<file path="config.mk">
export PLATFORM = sky130hd
export DESIGN_NAME = mem_arbiter_flat
export DESIGN_NICKNAME = d
export VERILOG_FILES = /design/src/rtl/mem_arbiter_if.sv /design/src/rtl/mem_arbiter.sv /design/src/flat_wrapper.sv
export SDC_FILE = /design/constraint.sdc
export NUM_CORES = 1
export LEC_CHECK = 0
export CAP_MARGIN = 10
export CORE_ASPECT_RATIO = 1.2
export CORE_MARGIN = 5
export CORE_UTILIZATION = 43
export CTS_BUF_LIST = sky130_fd_sc_hd__clkbuf_8
export CTS_CLUSTER_SIZE = 28
export DETAILED_ROUTE_END_ITERATION = 8
export GPL_TIMING_DRIVEN = 0
export PLACE_DENSITY = 0.85
export SETUP_SLACK_MARGIN = 0.15
export SLEW_MARGIN = 20
export SYNTH_ARGS = -nofsm -noshare
export SYNTH_HDL_FRONTEND = slang
export SYNTH_SLANG_ARGS = --single-unit
</file>
<file path="constraint.sdc">
create_clock -name clock -period 1.86 [get_ports clock]
set_input_delay 0.279 -clock clock [delete_from_list [all_inputs] [get_ports clock]]
set_output_delay 0.279 -clock clock [all_outputs]
set_load 0.01 [all_outputs]
</file>
<file path="src/rtl/mem_arbiter_if.sv">
// Bundle of the requester handshakes (IF fetch, MEM load/store) and the memory-macro bus
// seen by the unified-memory arbiter. The slave view is the arbiter; the master view is its environment.
interface mem_arbiter_if #(
  parameter int ADDR_W = 12,
  parameter int DATA_W = 32
);
  logic              if_req;
  logic [ADDR_W-3:0] if_addr;
  logic [DATA_W-1:0] if_rdata;
  logic              if_ready;

  logic              dm_req;
  logic              dm_we;
  logic [ADDR_W-1:0] dm_addr;
  logic [DATA_W-1:0] dm_wdata;
  logic [DATA_W-1:0] dm_rdata;
  logic              dm_ready;

  logic              mem_enable;
  logic              mem_read;
  logic              mem_write;
  logic [ADDR_W-1:0] mem_address;
  logic [DATA_W-1:0] mem_in;
  logic [DATA_W-1:0] mem_out;
  logic              mem_ack;

  logic              stall_pipeline;
  logic              bus_error;

  modport slave (
    input  if_req, if_addr, dm_req, dm_we, dm_addr, dm_wdata, mem_out, mem_ack,
    output if_rdata, if_ready, dm_rdata, dm_ready,
           mem_enable, mem_read, mem_write, mem_address, mem_in,
           stall_pipeline, bus_error
  );

  modport master (
    output if_req, if_addr, dm_req, dm_we, dm_addr, dm_wdata, mem_out, mem_ack,
    input  if_rdata, if_ready, dm_rdata, dm_ready,
           mem_enable, mem_read, mem_write, mem_address, mem_in,
           stall_pipeline, bus_error
  );
endinterface

</file>
<file path="src/rtl/mem_arbiter.sv">
// Arbitrates one single-port, variable-latency memory macro between instruction fetch and
// load/store, with DM-streak fairness, an access timeout and a sticky bus error.
module mem_arbiter #(
  parameter int                ADDR_W        = 12,
  parameter int                DATA_W        = 32,
  parameter logic [ADDR_W-1:0] IM_BASE       = 12'hC00,
  parameter int                MAX_DM_STREAK = 4,
  parameter int                TIMEOUT       = 15
) (
  input  logic          clock,
  input  logic          reset,
  mem_arbiter_if.slave  bus
);

  typedef enum logic [1:0] {IDLE, BUSY_IF, BUSY_DM} state_t;

  localparam int                    STREAK_W   = $clog2(MAX_DM_STREAK + 1);
  localparam logic [STREAK_W-1:0]   STREAK_MAX = STREAK_W'(MAX_DM_STREAK);
  localparam logic [3:0]            TMO_LAST   = 4'(TIMEOUT - 1);

  state_t              state;
  state_t              state_d;
  logic [STREAK_W-1:0] dm_streak;
  logic [3:0]          tmo_cnt;
  logic                grant_if;
  logic                grant_dm;
  logic                done;
  logic                abort;
  logic                ready_pulse;

  assign bus.stall_pipeline = (bus.if_req & ~bus.if_ready) | (bus.dm_req & ~bus.dm_ready);

  always_ff @(posedge clock) begin
    if (reset) state <= IDLE;
    else       state <= state_d;
  end

  // No grant while a ready pulse is showing: the requester's req is still the stale one
  // of the access just finished, and skipping that cycle keeps the streak count honest.
  always_comb begin
    state_d     = state;
    grant_if    = 1'b0;
    grant_dm    = 1'b0;
    done        = 1'b0;
    abort       = 1'b0;
    ready_pulse = bus.if_ready | bus.dm_ready;
    case (state)
      IDLE: begin
        if (!ready_pulse) begin
          if (bus.if_req && (!bus.dm_req || dm_streak == STREAK_MAX)) begin
            grant_if = 1'b1;
            state_d  = BUSY_IF;
          end else if (bus.dm_req) begin
            grant_dm = 1'b1;
            state_d  = BUSY_DM;
          end
        end
      end
      BUSY_IF, BUSY_DM: begin
        if (bus.mem_ack) begin
          done    = 1'b1;
          state_d = IDLE;
        end else if (tmo_cnt == TMO_LAST) begin
          abort   = 1'b1;
          state_d = IDLE;
        end
      end
      default: state_d = IDLE;
    endcase
  end

  always_ff @(posedge clock) begin
    if (reset) begin
      bus.if_rdata    <= '0;
      bus.if_ready    <= 1'b0;
      bus.dm_rdata    <= '0;
      bus.dm_ready    <= 1'b0;
      bus.mem_enable  <= 1'b0;
      bus.mem_read    <= 1'b0;
      bus.mem_write   <= 1'b0;
      bus.mem_address <= '0;
      bus.mem_in      <= '0;
      bus.bus_error   <= 1'b0;
      dm_streak       <= '0;
      tmo_cnt         <= '0;
    end else begin
      bus.if_ready <= 1'b0;
      bus.dm_ready <= 1'b0;

      if (grant_if) begin
        bus.mem_address <= IM_BASE | {2'b00, bus.if_addr};
        bus.mem_read    <= 1'b1;
        bus.mem_write   <= 1'b0;
        bus.mem_enable  <= 1'b1;
      end else if (grant_dm) begin
        bus.mem_address <= bus.dm_addr;
        bus.mem_in      <= bus.dm_wdata;
        bus.mem_read    <= ~bus.dm_we;
        bus.mem_write   <= bus.dm_we;
        bus.mem_enable  <= 1'b1;
      end

      if (grant_if || grant_dm) tmo_cnt <= '0;
      else if (state != IDLE)   tmo_cnt <= tmo_cnt + 4'd1;

      // Completion or abort: one ready pulse to the owner; an abort returns zero data.
      if (done || abort) begin
        bus.mem_enable <= 1'b0;
        bus.mem_read   <= 1'b0;
        bus.mem_write  <= 1'b0;
        if (state == BUSY_IF) begin
          bus.if_ready <= 1'b1;
          bus.if_rdata <= done ? bus.mem_out : '0;
        end else begin
          bus.dm_ready <= 1'b1;
          if (abort)             bus.dm_rdata <= '0;
          else if (bus.mem_read) bus.dm_rdata <= bus.mem_out;
        end
      end

      if (abort) bus.bus_error <= 1'b1;

      if (!bus.if_req || grant_if)               dm_streak <= '0;
      else if (grant_dm && dm_streak != STREAK_MAX) dm_streak <= dm_streak + STREAK_W'(1);
    end
  end

endmodule

</file>
<file path="src/flat_wrapper.sv">
// flat-port wrapper written by rule: the top's interface ports become plain ports
module mem_arbiter_flat 
#(
  parameter int                ADDR_W        = 12,
  parameter int                DATA_W        = 32,
  parameter logic [ADDR_W-1:0] IM_BASE       = 12'hC00,
  parameter int                MAX_DM_STREAK = 4,
  parameter int                TIMEOUT       = 15
)
  (clock, reset, bus_if_req, bus_if_addr, bus_dm_req, bus_dm_we, bus_dm_addr, bus_dm_wdata, bus_mem_out, bus_mem_ack, bus_if_rdata, bus_if_ready, bus_dm_rdata, bus_dm_ready, bus_mem_enable, bus_mem_read, bus_mem_write, bus_mem_address, bus_mem_in, bus_stall_pipeline, bus_bus_error);
  mem_arbiter_if #(.ADDR_W(ADDR_W), .DATA_W(DATA_W)) bus_i ();
  input  logic clock;
  input  logic reset;
  input wire logic [$bits(bus_i.if_req)-1:0] bus_if_req;
  input wire logic [$bits(bus_i.if_addr)-1:0] bus_if_addr;
  input wire logic [$bits(bus_i.dm_req)-1:0] bus_dm_req;
  input wire logic [$bits(bus_i.dm_we)-1:0] bus_dm_we;
  input wire logic [$bits(bus_i.dm_addr)-1:0] bus_dm_addr;
  input wire logic [$bits(bus_i.dm_wdata)-1:0] bus_dm_wdata;
  input wire logic [$bits(bus_i.mem_out)-1:0] bus_mem_out;
  input wire logic [$bits(bus_i.mem_ack)-1:0] bus_mem_ack;
  output wire logic [$bits(bus_i.if_rdata)-1:0] bus_if_rdata;
  output wire logic [$bits(bus_i.if_ready)-1:0] bus_if_ready;
  output wire logic [$bits(bus_i.dm_rdata)-1:0] bus_dm_rdata;
  output wire logic [$bits(bus_i.dm_ready)-1:0] bus_dm_ready;
  output wire logic [$bits(bus_i.mem_enable)-1:0] bus_mem_enable;
  output wire logic [$bits(bus_i.mem_read)-1:0] bus_mem_read;
  output wire logic [$bits(bus_i.mem_write)-1:0] bus_mem_write;
  output wire logic [$bits(bus_i.mem_address)-1:0] bus_mem_address;
  output wire logic [$bits(bus_i.mem_in)-1:0] bus_mem_in;
  output wire logic [$bits(bus_i.stall_pipeline)-1:0] bus_stall_pipeline;
  output wire logic [$bits(bus_i.bus_error)-1:0] bus_bus_error;
  assign bus_i.if_req = bus_if_req;
  assign bus_i.if_addr = bus_if_addr;
  assign bus_i.dm_req = bus_dm_req;
  assign bus_i.dm_we = bus_dm_we;
  assign bus_i.dm_addr = bus_dm_addr;
  assign bus_i.dm_wdata = bus_dm_wdata;
  assign bus_i.mem_out = bus_mem_out;
  assign bus_i.mem_ack = bus_mem_ack;
  assign bus_if_rdata = bus_i.if_rdata;
  assign bus_if_ready = bus_i.if_ready;
  assign bus_dm_rdata = bus_i.dm_rdata;
  assign bus_dm_ready = bus_i.dm_ready;
  assign bus_mem_enable = bus_i.mem_enable;
  assign bus_mem_read = bus_i.mem_read;
  assign bus_mem_write = bus_i.mem_write;
  assign bus_mem_address = bus_i.mem_address;
  assign bus_mem_in = bus_i.mem_in;
  assign bus_stall_pipeline = bus_i.stall_pipeline;
  assign bus_bus_error = bus_i.bus_error;
  mem_arbiter #(.ADDR_W(ADDR_W), .DATA_W(DATA_W), .IM_BASE(IM_BASE), .MAX_DM_STREAK(MAX_DM_STREAK), .TIMEOUT(TIMEOUT)) u_core (.clock(clock), .reset(reset), .bus(bus_i));
endmodule
</file>
==> impl_metrics.csv, run 1 <==
group,metric,value,unit
drt,routed_wl,16300,um
critical_path,critical_path_arrival,2060,ps
global_routing,grt_pass1_vias,4997,
sta,skew,7.61,ps
critical_path,worstPathRequired,2190,ps
sta,tightest_slew,634,ps
cells_and_area,antenna_cells,0,
critical_path,crit_buf_inv,3,
floorplan,core,0.0105,sq mm
placement,finalWeightedCongestion,0.819,
floorplan,initial_core_util,44.1,%
pwr,combPwrFrac,18.2,%
critical_path,path_common_cell,"buf_8",
drt,avgViaCountPerCell,5.28,
drt,drtPass1Iterations,4,
cells_and_area,finalCoreUtilization,73.8,%
pwr,leakagePower,2.95,nW
cells_and_area,finalInstanceArea,0.00776,sq mm
pwr,finalPower,6.61,mW
drt,drc,0,
floorplan,io_pins,207,
floorplan,rows,41,
placement,placed_cells,848,
cts,cts_max_level,4,
critical_path,slowest_stage,"dfxtp_1",
sta,holdWs,402,ps
logic_synthesis,postSynthCellCount,513,
drt,post_drt_wl_per_cell,18.1,um
critical_path,cp_slowest_stage_delay,340,ps
pwr,p_sw,1.68,mW
pwr,p_int,4.93,mW
cts,clkSinkCount,123,
logic_synthesis,yosysTopAreaCell,"dfxtp_1",
floorplan,die_area,0.0130,sq mm
sta,finalHoldViolations,0,
logic_synthesis,synth_seq_cells,123,
drt,drtIter0Drc,163,
cts,clockRootBuffer,"clkbuf_8",
cts,path_clk_slew,70,ps
placement,dpl_worst_slack,-537,ps
critical_path,path_delay_family,"simple AND/OR/NAND/NOR gates",
run,cap_violations,0,
global_routing,grt_pass1_wl,24800,um
cells_and_area,final_common_cell,"clkdlybuf4s50_1",
pwr,swShare,25.4,%
cells_and_area,final_cell_mix,"202 x clkdlybuf4s50_1, 117 x dfxtp_1, 90 x nand2_1, 56 x nor2_1, 36 x a21oi_1",
sta,slew_viol_final,0,
cts,cts_tree,"done",
placement,dpl_cell_area,0.00686,sq mm
critical_path,crit_path_max_fanout,8,
logic_synthesis,syn_nets,611,
logic_synthesis,ys_seq_area_share,53.1,%
drt,antenna_left,0,
cells_and_area,fill_cells,735,
logic_synthesis,yosys-top-cells-area,"dfxtp_1 53%, nand2_1 7.5%, a22oi_1 5.3%",
outcome,status,"completed",
cts,clock_path_buffers,2,
sta,fin_ws,131,ps
cts,clk_latency,430,ps
sta,post-route-period-util,93.0,%
logic_synthesis,synth_top_area_share,53.1,%
floorplan,chipHeight,124,um
cells_and_area,drive_gt1_share,18.8,%
sta,relSlewSlack,57.8,%
pwr,max-vdd-ir-drop,0.505,mV
logic_synthesis,synth.distinct_cells,36,
critical_path,setup.worst_path.start_class,"flip-flop",
logic_synthesis,synth_area,0.00463,sq mm
sta,rsz0062_at_grt,"true",
drt,vias,4748,
critical_path,worstSetupPathType,"flip-flop to flip-flop",
cts,hold_buffers,0,
global_routing,grt_max_degree,17,
cells_and_area,areaGrowthSynthToFinish,67.4,%
global_routing,grt-ovfl-total,0,
cells_and_area,nets,856,
min_path,hold_path_class,"input pin to flip-flop",
floorplan,die_w,105,um
cells_and_area,finalNonFillerCells,900,
critical_path,path_cells,"inv_1 > ha_1 > nand3_1 > and3_4 > buf_8 > buf_8 > nand2_1 > a311oi_1",
sta,finalSetupViolCount,0,
cts,cts_buffers,17,
logic_synthesis,ys_warn_count,0,
placement,portBuffers,206,
sta,fmax,0.578,GHz
critical_path,cp-end-kind,"flip-flop",
sta,setup_tns,0,ps
pwr,p_seq_share,42.9,%
global_routing,grtUsageTotal,23.7,%
placement,dp_hpwl,11600,um
pwr,p_clk_share,38.9,%
pwr,power.density,852,mW/mm^2
sta,min_period,1730,ps
logic_synthesis,synth_area_per_cell,9.03,sq um
global_routing,antenna_found_initial,0,
-- per-layer routing --
metal / GRT usage [%] / wire (um) / up-vias
met5: 0 / 0 / -
met4: 9.03 / 247 / 0
met3: 10.4 / 1580 / 21
met2: 41.2 / 8220 / 213
met1: 25.6 / 6220 / 2226
li1: - / - / 2288
-- power groups by stage --
stage / registers, mW / logic (mW) / clock network (mW)
2_1_floorplan: 2.94 / 0.392 / 0
3_3_place_gp: 2.89 / 1.01 / 0
3_5_place_dp: 2.89 / 1.03 / 0
4_1_cts: 2.83 / 1.11 / 2.60
5_1_grt: 2.85 / 1.30 / 2.72
6_report: 2.84 / 1.20 / 2.57
-- cells by family after synthesis --
| logic type | count (synthesis) | synth area share (%) |
|---|---|---|
| adders and majority gates | 6 | 1.62 |
| and+or+nand+nor | 207 | 20.9 |
| xor gates and xnor gates | 3 | 0.567 |
| DFF | 123 | 53.1 |
| AOI/OAI and AO/OA | 127 | 19.4 |
| buffers and inverters | 47 | 4.29 |
-- worst min-delay path: stages --
cell and delay, ps:
clkdlybuf4s50_1 390, nand2_1 60, a21oi_1 50
-- registers in the layout, indices dropped and copies added, names as in the netlist --
name and flops:
u_core.bus.bus_error 1, u_core.bus.dm_rdata 32, u_core.bus.dm_ready 1, u_core.bus.if_rdata 32, u_core.bus.if_ready 1, u_core.bus.mem_address 12
u_core.bus.mem_enable 1, u_core.bus.mem_in 32, u_core.bus.mem_read 1, u_core.bus.mem_write 1, u_core.dm_streak 3, u_core.state 2
u_core.tmo_cnt 4
-- worst paths after layout --
path / startpoint / to / slack, ps / cells past startpoint
setup reg to reg: u_core.dm_streak[0] / u_core.bus.mem_address[5] / 130 / 8
setup / recovery: u_core.dm_streak[0] / u_core.bus.mem_address[5] / 130 / 8
hold / removal: bus_dm_wdata[20] / u_core.bus.mem_in[20] / 400 / 3
hold reg to reg: u_core.bus.mem_in[6] / u_core.bus.mem_in[6] / 460 / 2
-- cells in the mapped netlist (all sizes together) --
library cell	instances
or3b	1
clkbuf	29
xor2	2
ha	6
a22oi	33
a311oi	11
or2	2
nand3b	1
nor3b	33
buf	11
a31o	32
a21oi	39
a21bo	1
nand2b	4
inv	7
o21a	1
nand4b	3
nand3	4
nor2b	1
a31oi	2
and3	3
nor3	3
o22ai	1
nor2	60
o31a	1
o211ai	1
xnor2	1
dfxtp	123
o21ai	5
nand2	92
-- what timing repair did --
| action | CTS | global route |
|---|---|---|
| cloned | 0 | 3 |
| resized for setup | 55 | 53 |
| endpoints found under the hold margin | 0 | 0 |
| endpoints found under the setup margin | 121 | 117 |
| setup buffers | 11 | 6 |
| pin swaps | 2 | 10 |
-- cell type report --
type,count,area [sq um],area share [%]
Multi-Input combinational cell,343,2110,27.2
Timing Repair Buffer,226,2260,29.2
Buffer,40,288,3.71
Clock inverter,13,175,2.26
Sequential cell,123,2470,31.9
Inverter,7,26.3,0.339
Clock buffer,19,262,3.37
Tap cell,129,161,2.08
Note: power is estimated with default switching activity, not from simulation.
==> inputs of run 2 (changes only) <==
--- a/config.mk
+++ b/config.mk
@@ -8,13 +8,14 @@
 export CAP_MARGIN = 10
 export CORE_ASPECT_RATIO = 1.2
 export CORE_MARGIN = 5
-export CORE_UTILIZATION = 43
+export CORE_UTILIZATION = 30
 export CTS_BUF_LIST = sky130_fd_sc_hd__clkbuf_8
 export CTS_CLUSTER_SIZE = 28
 export DETAILED_ROUTE_END_ITERATION = 8
 export GPL_TIMING_DRIVEN = 0
-export PLACE_DENSITY = 0.85
+export PLACE_DENSITY = 0.64
 export SETUP_SLACK_MARGIN = 0.15
+export SKIP_CTS_REPAIR_TIMING = 1
 export SLEW_MARGIN = 20
 export SYNTH_ARGS = -nofsm -noshare
 export SYNTH_HDL_FRONTEND = slang
==> run 2 against run 1 <==
Against the previous run: register-to-register slack is essentially flat; hold slack lost 97 ps; cell count grew 7.8%; clock skew shrank 1.2 ps; via count shrank 1.8%; first-iteration DRC count grew 17%; core utilization shrank 22 points; sequential power is essentially flat; die area grew 39%; sequential share of layout area shrank 0.23 points; clock power shrank 8%; largest cell class unchanged.
==> impl_metrics.csv, run 2 (same netlist as run 1, synthesis figures left out) <==
group,metric,value,unit
sta,post-route-period-util,92.5,%
sta,fmax,0.581,GHz
placement,dp_hpwl,12000,um
cts,clkSinkCount,123,
placement,dpl_worst_slack,-692,ps
global_routing,antenna_found_initial,0,
sta,rsz0062_at_grt,"true",
drt,drc,0,
critical_path,cp-end-kind,"flip-flop",
critical_path,rrSetupSlack,140,ps
global_routing,grt_pass1_vias,4816,
pwr,max-vdd-ir-drop,0.462,mV
pwr,finalPower,6.43,mW
floorplan,rows,49,
drt,routed_wl,16300,um
placement,finalWeightedCongestion,0.743,
global_routing,grt_pass1_wl,24500,um
pwr,power.density,822,mW/mm^2
floorplan,io_pins,207,
drt,post_drt_wl_per_cell,16.8,um
cells_and_area,drive_gt1_share,19.2,%
critical_path,worstPathRequired,2210,ps
pwr,swShare,25.5,%
pwr,p_seq_share,44.2,%
pwr,p_sw,1.64,mW
min_path,hold_path_class,"input pin to flip-flop",
critical_path,crit_path_max_fanout,6,
pwr,p_clk_share,36.9,%
pwr,p_int,4.79,mW
cells_and_area,nets,852,
sta,tightest_slew,596,ps
cts,cts_tree,"done",
global_routing,grt-ovfl-total,0,
cells_and_area,finalInstanceArea,0.00782,sq mm
sta,finalSetupViolCount,0,
floorplan,die_w,123,um
floorplan,core,0.0151,sq mm
drt,antenna_left,0,
sta,min_period,1720,ps
cells_and_area,areaGrowthSynthToFinish,68.7,%
pwr,leakagePower,2.97,nW
sta,skew,6.37,ps
placement,dpl_cell_area,0.00695,sq mm
critical_path,setup.worst_path.start_class,"flip-flop",
global_routing,grt_max_degree,17,
run,cap_violations,0,
critical_path,critical_path_arrival,2070,ps
sta,setup_tns,0,ps
cells_and_area,reg_top3,"u_core.bus.dm_rdata: 32 flops, u_core.bus.if_rdata: 32 flops, u_core.bus.mem_in: 32 flops",
drt,vias,4662,
drt,drtIter0Drc,191,
cts,clock_path_buffers,2,
sta,finalHoldViolations,0,
cts,path_clk_slew,70,ps
sta,fin_ws,139,ps
sta,relSlewSlack,60.2,%
cells_and_area,final_common_cell,"clkdlybuf4s50_1",
cts,cts_max_level,4,
sta,slew_viol_final,0,
floorplan,initial_core_util,30.7,%
critical_path,worstSetupPathType,"flip-flop to flip-flop",
drt,avgViaCountPerCell,4.81,
global_routing,grtUsageTotal,17.2,%
floorplan,chipHeight,146,um
cells_and_area,final_cell_mix,"201 x clkdlybuf4s50_1, 116 x dfxtp_1, 86 x nand2_1, 57 x nor2_1, 35 x a21oi_1",
placement,portBuffers,206,
outcome,status,"completed",
pwr,combPwrFrac,18.9,%
cts,clk_latency,430,ps
floorplan,die_area,0.0180,sq mm
cells_and_area,antenna_cells,0,
drt,drtPass1Iterations,4,
cts,cts_buffers,17,
cts,clockRootBuffer,"clkbuf_8",
-- run 2: worst max-delay path: stages, from the launching register on --
cell and delay (ps):
dfxtp_2 320, inv_2 70, ha_4 140, nor3b_4 260, and3_4 270, buf_12 140
buf_8 120, nand2_4 40, a311oi_2 260
-- run 2: path summary, 6_finish.rpt --
path,depth (start not counted),endpoint,startpoint
min reg2reg,2,u_core.bus.mem_in[15],u_core.bus.mem_in[15]
min,3,u_core.dm_streak[2],bus_dm_req
max reg2reg,8,u_core.bus.mem_address[8],u_core.state[1]
max,8,u_core.bus.mem_address[8],u_core.state[1]
-- run 2: power groups by stage --
stage          registers (mW)  clock network [mW]  logic [mW]
2_1_floorplan            2.94                   0       0.392
3_3_place_gp             2.89                   0        1.02
3_5_place_dp             2.90                   0        1.04
4_1_cts                  2.84                2.44        1.04
5_1_grt                  2.86                2.55        1.31
6_report                 2.84                2.37        1.21
-- run 2: final cells by class --
class / count / area [sq um]
buffer: 40 / 293
clock buffer: 19 / 262
clock inverter: 12 / 134
fill: 1440 / 7260
inverter: 7 / 26.3
multi-input combinational: 343 / 2140
sequential: 123 / 2470
tap: 204 / 255
timing repair buffer: 222 / 2230
-- run 2: metrics by stage --
stage | hold slack, ps | std cells | util (%)
3_5_place_dp | 450 | 923 | 46.1
3_3_place_gp | 443 | 923 | 46.1
2_1_floorplan | 411 | 513 | -
5_1_grt | 324 | 970 | 51.8
6_report | 305 | 970 | 51.8
4_1_cts | 361 | 954 | 48.7
-- run 2: per-layer routing --
layer  vias to the layer above  wire length (um)  GRT usage [%]
met5                         -                 0              0
met2                       178              8220           30.0
li1                       2277                 -              -
met3                        12              1670           7.93
met1                      2195              6200           18.4
met4                         0               164           5.32
